$ cat src/rtl/sync_memory_ctrl.sv
// rtl/sync_memory_ctrl.sv - single-port word memory with sweep clear, 1-cycle reads and error pulses
module sync_memory_ctrl #(
  parameter  int WIDTH = 8,
  parameter  int DEPTH = 8,
  localparam int AW    = $clog2(DEPTH)
) (
  input  logic             clk,
  input  logic             rst_n,
  input  logic             read,
  input  logic             write,
  input  logic             clear,
  input  logic [AW-1:0]    adr,
  input  logic [WIDTH-1:0] wdata,
  output logic             ready,
  output logic [WIDTH-1:0] rdata,
  output logic             rvalid,
  output logic             err
);

  typedef enum logic {CLEAR, IDLE} state_t;

  state_t           state, state_nxt;
  logic [AW-1:0]    cnt, cnt_nxt;
  logic [WIDTH-1:0] mem [DEPTH];
  logic             adr_ok;
  logic             sweep_last;
  logic             rd_acc;
  logic             wr_acc;
  logic             req_err;

  // Non-power-of-two depths leave addresses that decode to no word.
  assign adr_ok     = (int'(adr) < DEPTH);
  assign sweep_last = (int'(cnt) == DEPTH - 1);

  // State and sweep counter register; reset restarts the sweep at word 0.
  always_ff @(posedge clk or negedge rst_n) begin
    if (!rst_n) begin
      state <= CLEAR;
      cnt   <= '0;
    end else begin
      state <= state_nxt;
      cnt   <= cnt_nxt;
    end
  end

  // Next state and request decode; clear wins over any access in the same cycle.
  always_comb begin
    state_nxt = state;
    cnt_nxt   = cnt;
    ready     = 1'b0;
    rd_acc    = 1'b0;
    wr_acc    = 1'b0;
    req_err   = 1'b0;
    if (state == CLEAR) begin
      if (sweep_last) begin
        state_nxt = IDLE;
        cnt_nxt   = '0;
      end else begin
        cnt_nxt = cnt + 1'b1;
      end
    end else begin
      ready = 1'b1;
      if (clear) begin
        state_nxt = CLEAR;
        cnt_nxt   = '0;
      end else if (read && write) begin
        req_err = 1'b1;
      end else if (read || write) begin
        if (!adr_ok) begin
          req_err = 1'b1;
        end else begin
          rd_acc = read;
          wr_acc = write;
        end
      end
    end
  end

  // Storage array: sweep writes zeros, otherwise accepted writes land here.
  always_ff @(posedge clk) begin
    if (state == CLEAR) begin
      mem[cnt] <= '0;
    end else if (wr_acc) begin
      mem[adr] <= wdata;
    end
  end

  // Registered read data and response pulses; rdata holds between reads.
  always_ff @(posedge clk or negedge rst_n) begin
    if (!rst_n) begin
      rdata  <= '0;
      rvalid <= 1'b0;
      err    <= 1'b0;
    end else begin
      rvalid <= rd_acc;
      err    <= req_err;
      if (rd_acc) begin
        rdata <= mem[adr];
      end
    end
  end

endmodule

$ cat config.mk
export PLATFORM = sky130hd
export DESIGN_NAME = sync_memory_ctrl
export DESIGN_NICKNAME = d
export VERILOG_FILES = /design/src/rtl/sync_memory_ctrl.sv
export SDC_FILE = /design/constraint.sdc
export NUM_CORES = 1
export LEC_CHECK = 0
export BUFFER_PORTS_ARGS = -buffer_cell sky130_fd_sc_hd__buf_2
export CAP_MARGIN = 15
export CORE_MARGIN = 2
export CORE_UTILIZATION = 53
export DETAILED_ROUTE_END_ITERATION = 8
export GPL_TIMING_DRIVEN = 0
export PLACE_DENSITY_LB_ADDON = 0.15
export SLEW_MARGIN = 20
export SYNTH_ARGS = -nofsm -noshare
export SYNTH_HDL_FRONTEND = slang
export SYNTH_SLANG_ARGS = --single-unit
$ cat constraint.sdc
create_clock -name clk -period 1.87 [get_ports clk]
set_input_delay 0.187 -clock clk [delete_from_list [all_inputs] [get_ports clk]]
set_output_delay 0.187 -clock clk [all_outputs]
set_load 0.05 [all_outputs]
==> impl_metrics.toml <==
[status]
status = "finished clean"

[timing]
clock.fmax_ghz = 0.548
finalCriticalPeriod_ns = 1.82
fin_skew_ns = 0.00688
setup_viol = 0
fin_crit_sh = 0.976
max_slew_margin = 0.596
slew_violations = 0
finalHoldViolations = 0
tightest_slew_ns = 0.604

[logic_synthesis]
ys.flop_type = "edfxtp_1"
yosysTopAreaCell = "edfxtp_1"
yosysSeqAreaShare = 0.709
synth-edff-count = 64
ys_types = 30
ys_seq_elements = 78
syn_nets = 217
synth-async-reset-ratio = 0.179
netlist.area_leader.share = 0.600
syn_area_um2 = 3200
avgSynthCellArea_um2 = 16.1
synthTopCellsByArea = "edfxtp_1, dfrtp_1, mux2_2"
synth_warnings = 0
netlist_instances = 199

[floorplan]
die_area_um2 = 6680
coreArea_um2 = 5890
rows = 28
io_pins = 27
die_h_um = 81.7
initial_core_util = 0.544
dieWidth_um = 81.7

[pwr]
ir_drop_uv = 786
power.share.sequential = 0.457
p_sw_frac = 0.336
comb_power_share = 0.336
power.switching_mw = 1.88
p_clk_frac = 0.207
p_leak_nw = 1.52
power.density_nw_per_um2 = 1410
power.internal_mw = 3.71
power_mw = 5.58

[final_layout]
stdcell_count = 330
nets = 268
stdcell_area_um2 = 3950
final_util = 0.671
final_common_cell = "edfxtp_1"
drive_gt1_frac = 0.353
final_cell_mix = "edfxtp_1, buf_2, mux2_2, mux2i_1, dfrtp_1"
area_growth_pct = 23.3
antenna_cells = 0

[route]
drtIter0Drc = 133
post-route-drc-count = 0
wirelength_um = 6330
ant_nets = 0
routed_via_density = 5.63
dr.pass1.iters = 4
num_vias = 1858
wl_per_cell_um = 19.2

[grt]
first_global_vias = 1857
track_usage = 0.213
overflow = 0
grt_antenna_before_repair = 0
grt_pass1_wl_um = 9920
grt_max_degree = 15

[placement]
placed_cells = 299
hpwl_um = 4140
io_buffers = 25
gp_congestion = 0.755
placedInstanceArea_um2 = 3540

[clock_network]
clk_latency_ns = 0.34
clockRootBuffer = "clkbuf_8"
htreeDepth = 3
numCtsBuffers = 9
cts_max_path_buffers = 2
cts_tree = "yes"
cts.sinks = 78
clkSlewWorstSetupHoldPaths_ns = 0.07

[worst_setup_path]
crit_type = "reg -> reg"
crit_required_ns = 1.93
reg2reg_slack_ns = 0.05
worstPathMaxFanout = 10
critPathCaptureType = "register"
startpoint_type = "register"
crit_arrival_ns = 1.88

[hold_path]
hold_path.class = "in -> reg"

[run]
max-cap-violations = 0
through the flow:
step                      TNS (ns)  hold slack [ns]  setup WS (ns)
final                            0            0.106         0.0458
after global routing       -0.0176            0.106       -0.00753
after CTS                        0           0.0917         0.0194
after detailed placement     -3.69            0.103        -0.0781
after global placement       -1.35           0.0915        -0.0435
after floorplan             -0.158           -0.109        -0.0197
flip-flops by register name, summed over array words and instances (netlist names):
name,cells
rvalid,1
cnt,3
err,1
rdata,8
mem,64
state,1
synth_stat cells, drive strengths merged (4+ instances only):
master  instances
inv             4
o31ai           8
nand2          11
and2            8
buf             8
mux2           18
edfxtp         64
dfrtp          14
a22o            8
o22ai           9
nor3            8
mux2i          18
what timing repair did:
item	4_1_cts	5_1_grt
hold buffers	1	0
resized for setup	1	1
endpoints found under the setup margin	64	40
setup buffers	11	3
gates cloned	0	0
hold endpoints to repair	14	0
pin swaps	8	1
critical path, stage by stage, from the launching register on:
cell	delay (ns)
dfrtp_2	0.45
and4bb_4	0.24
buf_6	0.16
mux2i_4	0.19
buf_12	0.15
nor3_4	0.19
buf_12	0.16
cells by family (layout without fill, tap and decap cells):
family | count (synthesis) | in the layout | share of synthesized area
DFF | 78 | 78 | 0.709
buffers and inverters | 14 | 70 | 0.0262
AOI/OAI and AO/OA | 30 | 30 | 0.0668
muxes | 36 | 36 | 0.121
and+or+nand+nor | 39 | 39 | 0.0691
adders and majority gates | 2 | 2 | 0.00781
layer usage:
layer  share of wire  GRT usage  vias to the layer above
met2            0.49      0.333                       45
met1            0.44      0.292                      930
met4           0.014     0.0950                        0
li1                -          -                      876
met5               0          0                        -
met3           0.054     0.0396                        7
worst paths after layout:
check,cells past startpoint,startpoint,end
max,6,state,mem[7][0]
min reg2reg,2,rdata[2],rdata[2]
min in group asynchronous,2,rst_n,err
min,2,clear,state
max reg2reg,6,state,mem[7][0]
max in group asynchronous,2,rst_n,state
area by class of cell:
cell class / count / area, um2
Timing Repair Buffer: 40 / 340
Inverter: 4 / 15.0
Tap cell: 75 / 93.8
Clock inverter: 6 / 52.6
Sequential cell: 78 / 2270
Fill cell: 400 / 1940
Buffer: 10 / 68.8
Clock buffer: 10 / 128
Multi-Input combinational cell: 107 / 978
power by group through the flow:
stage / clock [mW] / combinational [mW] / sequential, mW
floorplan: 0 / 0.843 / 2.87
global placement: 0 / 1.47 / 2.56
detailed placement: 0 / 1.53 / 2.59
CTS: 1.18 / 1.79 / 2.55
global route: 1.26 / 2.00 / 2.60
finish: 1.15 / 1.87 / 2.55
Note: power is estimated with default switching activity, not from simulation.
